## src/rtl/mem_port_arbiter.sv

```systemverilog
// Arbitrates the single memory port between instruction fetch and data access.
// Round-robin on contention; the winning request is latched and held on mem_* until mem_resp.
module mem_port_arbiter (
    input  logic        clk,
    input  logic        rst,
    input  logic        inst_read,
    input  logic [31:0] inst_addr,
    output logic        inst_resp,
    output logic [31:0] inst_rdata,
    input  logic        data_read,
    input  logic        data_write,
    input  logic [3:0]  data_mbe,
    input  logic [31:0] data_addr,
    input  logic [31:0] data_wdata,
    output logic        data_resp,
    output logic [31:0] data_rdata,
    output logic        mem_read,
    output logic        mem_write,
    output logic [3:0]  mem_mbe,
    output logic [31:0] mem_addr,
    output logic [31:0] mem_wdata,
    input  logic        mem_resp,
    input  logic [31:0] mem_rdata
);

    typedef enum logic [1:0] {
        IDLE,
        INST,
        DATA
    } state_t;

    state_t      state;
    state_t      state_nxt;
    state_t      last_grant;
    state_t      last_grant_nxt;
    logic        inst_req;
    logic        data_req;
    logic        load_inst;
    logic        load_data;
    logic [31:0] hold_addr;
    logic [31:0] hold_wdata;
    logic [3:0]  hold_mbe;
    logic        hold_write;

    assign inst_req = inst_read;
    assign data_req = data_read | data_write;

    always_ff @(posedge clk or posedge rst) begin
        if (rst) begin
            state      <= IDLE;
            last_grant <= INST;
            hold_addr  <= '0;
            hold_wdata <= '0;
            hold_mbe   <= '0;
            hold_write <= 1'b0;
        end else begin
            state      <= state_nxt;
            last_grant <= last_grant_nxt;
            if (load_inst) begin
                hold_addr  <= inst_addr;
                hold_wdata <= '0;
                hold_mbe   <= 4'b1111;
                hold_write <= 1'b0;
            end else if (load_data) begin
                hold_addr  <= data_addr;
                hold_wdata <= data_wdata;
                hold_mbe   <= data_mbe;
                // An illegal read+write request resolves to a write.
                hold_write <= data_write;
            end
        end
    end

    always_comb begin
        state_nxt      = state;
        last_grant_nxt = last_grant;
        load_inst      = 1'b0;
        load_data      = 1'b0;
        inst_resp      = 1'b0;
        data_resp      = 1'b0;
        case (state)
            IDLE: begin
                if (inst_req && (!data_req || last_grant == DATA)) begin
                    state_nxt      = INST;
                    last_grant_nxt = INST;
                    load_inst      = 1'b1;
                end else if (data_req) begin
                    state_nxt      = DATA;
                    last_grant_nxt = DATA;
                    load_data      = 1'b1;
                end
            end
            INST: begin
                inst_resp = mem_resp;
                if (mem_resp) state_nxt = IDLE;
            end
            DATA: begin
                data_resp = mem_resp;
                if (mem_resp) state_nxt = IDLE;
            end
            default: state_nxt = IDLE;
        endcase
    end

    assign mem_read   = (state != IDLE) && !hold_write;
    assign mem_write  = (state != IDLE) && hold_write;
    assign mem_addr   = hold_addr;
    assign mem_wdata  = hold_wdata;
    assign mem_mbe    = hold_mbe;
    assign inst_rdata = mem_rdata;
    assign data_rdata = mem_rdata;

    illegal_read_write_a: assert property (@(posedge clk) disable iff (rst) !(data_read && data_write))
        else $warning("mem_port_arbiter: data_read and data_write asserted together; performing write");

endmodule

```

## config.mk

```make
export PLATFORM = sky130hd
export DESIGN_NAME = mem_port_arbiter
export DESIGN_NICKNAME = d
export VERILOG_FILES = /design/src/rtl/mem_port_arbiter.sv
export SDC_FILE = /design/constraint.sdc
export NUM_CORES = 1
export LEC_CHECK = 0
export BUFFER_PORTS_ARGS = -buffer_cell sky130_fd_sc_hd__buf_4
export CAP_MARGIN = 20
export CORE_AREA = 2 2 105 107
export DETAILED_ROUTE_END_ITERATION = 7
export DIE_AREA = 0 0 107 109
export PLACE_DENSITY = 0.69
export SYNTH_ARGS = -nofsm -noshare
export SYNTH_HDL_FRONTEND = slang
export SYNTH_SLANG_ARGS = --single-unit
```

## constraint.sdc

```tcl
create_clock -name clk -period 5.4 [get_ports clk]
set_input_delay 1.35 -clock clk [delete_from_list [all_inputs] [get_ports clk]]
set_output_delay 1.35 -clock clk [all_outputs]
set_load 0.005 [all_outputs]
```

# After elaboration in Yosys (flattened, before gate mapping)
# Index checks and enable logic that the tools add are counted.
[classes] eq_ne=5 mux=19 n_bitwise=1 reduce_logical=13
[op_table] op="$mux 32" n=4
[op_table] op="$mux 1" n=9
[op_table] op="$mux 4" n=2
[op_table] op="$mux 2" n=3
[op_table] op="$reduce_bool 2->1" n=3
[op_table] op="$eq 2x2->1 const B" n=2
[op_table] op="$pmux 2 s2" n=1
[op_table] op="$reduce_and 2->1" n=2
[op_table] op="$logic_and 1x1->1" n=3
[op_table] op="$ne 3x3->1 const B" n=1
[op_table] op="$eq 2x1->1 const B" n=1
[op_table] op="$logic_not 1->1" n=2
[op_table] op="$logic_not 2->1" n=1
[op_table] op="$ne 2x1->1 const B" n=1
[op_table] op="$reduce_or 2->1" n=1
[op_table] op="$logic_or 1x1->1" n=1
[op_table] op="$or 1x1->1" n=1
[word_totals] ff_bits=73 in_bits=138 out_inout_bits=136 wordCells=44

# Depth between registers and ports, before layout
[depth] word_depth=8 ltp_mapped=8 ltp_nobuf=6

# Worst setup path before layout
# Ideal clock, no wire load.
[synth_path] path_kind="input to output" start="input mem_resp" end="output data_resp" arrival_ns=1.493 t_required_ns=4.050 setup_slack_ns=2.557 stages=1 path_buffers=0 cell_sequence="and2_1"
[synth_via] elab_chain_cells=1
[synth_lines] element="from (decl)" line="22" text="input logic mem_resp,"
[synth_lines] element="$mux 1" line="81" text="case (state)"
[synth_lines] element="to (decl)" line="15" text="output logic data_resp,"
# No other way between the ends.

# Worst setup path after layout
# Same ends and word-level chain as after synthesis.

==> impl_metrics.py <==
metrics = {
    "grt": {
        "antenna_found_initial": 0,
        "grt_start_max_net_pins": 74,
        "track_usage": 0.158,
        "first_global_vias": 2931,
        "grt_pass1_wl_mm": 14.2,
        "grt_total_ovfl": 0,
    },
    "pwr": {
        "p_leak_nw": 2.34,
        "power.ir.vdd_worst_uv": 224,
        "p_per_area_mw_per_mm2": 589,
    },
    "clocking": {
        "cts.hold.buffers_added": 0,
        "cts_setup_buffers": 0,
        "clock_tree_from_tritoncts": "built",
        "ctsResizeCount": 0,
        "cts.sinks": 73,
        "clk_latency_worst_skew_pair_ns": 0.35,
        "cts-buffers-inserted": 9,
        "clk_pin_slew_ns": 0.08,
        "cts.htree.levels": 3,
        "ctsRootBufferMaster": "clkbuf_8",
        "cts_buffer_depth": 2,
    },
    "sta": {
        "worst_rel_slew_slack": 0.397,
        "setup-tns-final_ns": 0,
        "max_slew.worst_pin.slew_ns": 0.905,
        "finalMaxSlewViolations": 0,
        "setup_viol": 0,
        "timing.hold.ws_ns": 0.483,
        "timing.final.hold_violations": 0,
        "post-route-period-util": 0.572,
        "period_minus_slack_ns": 3.09,
        "timing.clock.skew_ns": 0.00799,
        "rsz0062_at_grt": "no",
        "max_clock_freq_mhz": 324,
    },
    "worst_setup_path": {
        "worst-path-max-fanout": 3,
        "path_cells": "buf_4 -> and2_1 -> buf_4",
        "worst_path_largest_cell_delay_ns": 0.14,
        "crit_buf_inv": 2,
        "arrival_ns": 1.74,
        "worst_setup_path_category": "input pin to output pin",
        "worstSetupStartpointType": "input pin",
        "endpoint_kind": "output pin",
        "cp.required_ns": 4.05,
        "critical-path-top-delay-family": "buffers and inverters",
        "timing.critical_path.slowest_stage_cell": "and2_1",
        "cp_common_cell": "buf_4",
    },
    "job": {
        "cap_violations": 0,
    },
    "place": {
        "total_of_buffers_placed_on_input_and_output_ports": 177,
        "placed_cells": 587,
        "place.detailed.hpwl_mm": 6.59,
        "routabilityCongestion": 0.732,
    },
    "route": {
        "antenna_left": 0,
        "detailed_router_iteration_count_before_antenna_repair": 4,
        "first_iter_violations": 136,
        "wl_per_cell_um": 15.4,
        "vias_per_cell": 4.75,
        "final_routed_wirelength_mm": 9.27,
        "routed-via-count": 2864,
        "post-route-drc-count": 0,
    },
    "yosys": {
        "synthFlopType": "dfrtp_1",
        "synth-edff-count": 0,
        "yosys_warnings": 0,
        "netlist-cell-type-count": 20,
        "synth.ff_latch_count": 73,
        "yosysSeqAreaShare": 0.523,
        "synth.net_count": 492,
        "synthArstFlopShare": 1.00,
        "synth_area_per_cell_um2": 9.97,
        "synth_area_mm2": 0.00350,
        "count_of_mapped_cells_out_of_synthesis": 351,
    },
    "hold_path": {
        "hold_path_class": "flop to flop",
    },
    "finish": {
        "final-instance-count-excl-fill": 603,
        "area_growth_pct": 33.9,
        "nFillCells": 1029,
        "antenna_cells_inserted": 0,
        "drive_gt1_frac": 0.441,
        "fin_nets": 599,
    },
    "floorplan": {
        "die_h_um": 109,
        "start_util": 0.330,
        "die_area_mm2": 0.0117,
        "number_of_top_level_pins": 274,
        "floorplan.rows": 38,
        "core_mm2": 0.0106,
        "die_wd_um": 107,
    },
    "status": {
        "status": "finished, final reports clean",
    },
}
-- logic make-up (layout without fill, tap and decap cells) --
logic type,count (synthesis),in the layout,share of synthesized area
adder cells (fa/ha/maj),3,3,0.0107
AND/OR/NAND/NOR,77,77,0.0894
flip-flops,73,73,0.523
buffers and inverters,89,201,0.178
AO/OA/AOI/OAI,109,109,0.199
-- placed cells by master (no fill, tap or decap), drive strengths merged --
cell type  instances
a21o               2
a21oi             34
a22o              33
and2               2
buf              182
bufinv             2
clkbuf             9
clkinv             5
clkinvlp           1
dfrtp             72
dfstp              1
ha                 3
inv                2
nand2             35
nand2b             1
nor2              34
nor2b              4
nor3               1
o211a              1
o21ai             34
o22a               4
o22ai              1
-- worst reg2reg max path: cells and delay by family, from the launching register on --
family	cells	cell delay, ns
AOI/OAI and AO/OA	4	1.12
buffers and inverters	2	0.59
adders and majority gates	1	0.29
DFF	1	0.39
-- final cells by class --
cell class                 count  area, µm²  area share
clock buffer                   9        124      0.0264
tap                          140        175      0.0374
sequential                    73       1830       0.390
inverter                       3       12.5     0.00267
timing repair buffer         182       1390       0.296
clock inverter                 7       95.1      0.0203
multi-input combinational    189       1060       0.227
-- where the power goes --
group          total, mW  internal (mW)  switching, mW
clock              0.474          0.260          0.214
sequential         0.960          0.816          0.144
combinational       1.32          0.663          0.662
total               2.76           1.74           1.02
-- final timing paths --
kind | from | endpoint | slack, ns | cells after the start
max in group asynchronous | rst | mem_addr[30] | 3.53 | 3
worst min register to register | last_grant[1] | last_grant[1] | 0.48 | 2
worst max register to register | state[1] | mem_addr[19] | 2.93 | 7
worst max-delay path | mem_resp | data_resp | 2.31 | 3
worst min-delay path | last_grant[1] | last_grant[1] | 0.48 | 2
min in group asynchronous | rst | mem_wdata[21] | 1.28 | 3
-- Yosys cell counts (3+ instances only) --
master	n	share of area
nand2_1	35	0.038
o22a_1	4	0.010
ha_1	3	0.011
dfrtp_1	72	0.52
buf_2	13	0.019
inv_1	3	0.0032
a21oi_1	34	0.049
o21ai_1	33	0.047
nor2b_1	4	0.0072
nor2_1	34	0.036
a22o_1	33	0.083
buf_4	73	0.16
-- registers in the layout, indices dropped and copies added, names as in the netlist --
| name | flops |
|---|---|
| mem_addr | 32 |
| mem_wdata | 32 |
| mem_mbe | 4 |
| last_grant | 2 |
| state | 2 |
| hold_write | 1 |
-- metrics by stage --
step	utilization	area [µm²]	setup WS [ns]	power (mW)
3_3_place_gp	0.418	4440	2.30	2.27
6_report	0.442	4680	2.31	2.76
5_1_grt	0.442	4680	2.30	2.99
2_1_floorplan	-	3500	2.20	1.74
3_5_place_dp	0.421	4460	2.29	2.32
4_1_cts	0.442	4680	2.31	2.81
-- per-layer routing --
metal,vias to the layer above,routed length (µm),share of wire,GRT usage
met1,1366,3580,0.39,0.176
met5,-,0,0,0
met4,0,315,0.034,0.0835
met2,125,4770,0.51,0.270
met3,35,617,0.067,0.0502
li1,1338,-,-,-
Note: power is estimated with default switching activity, not from simulation.
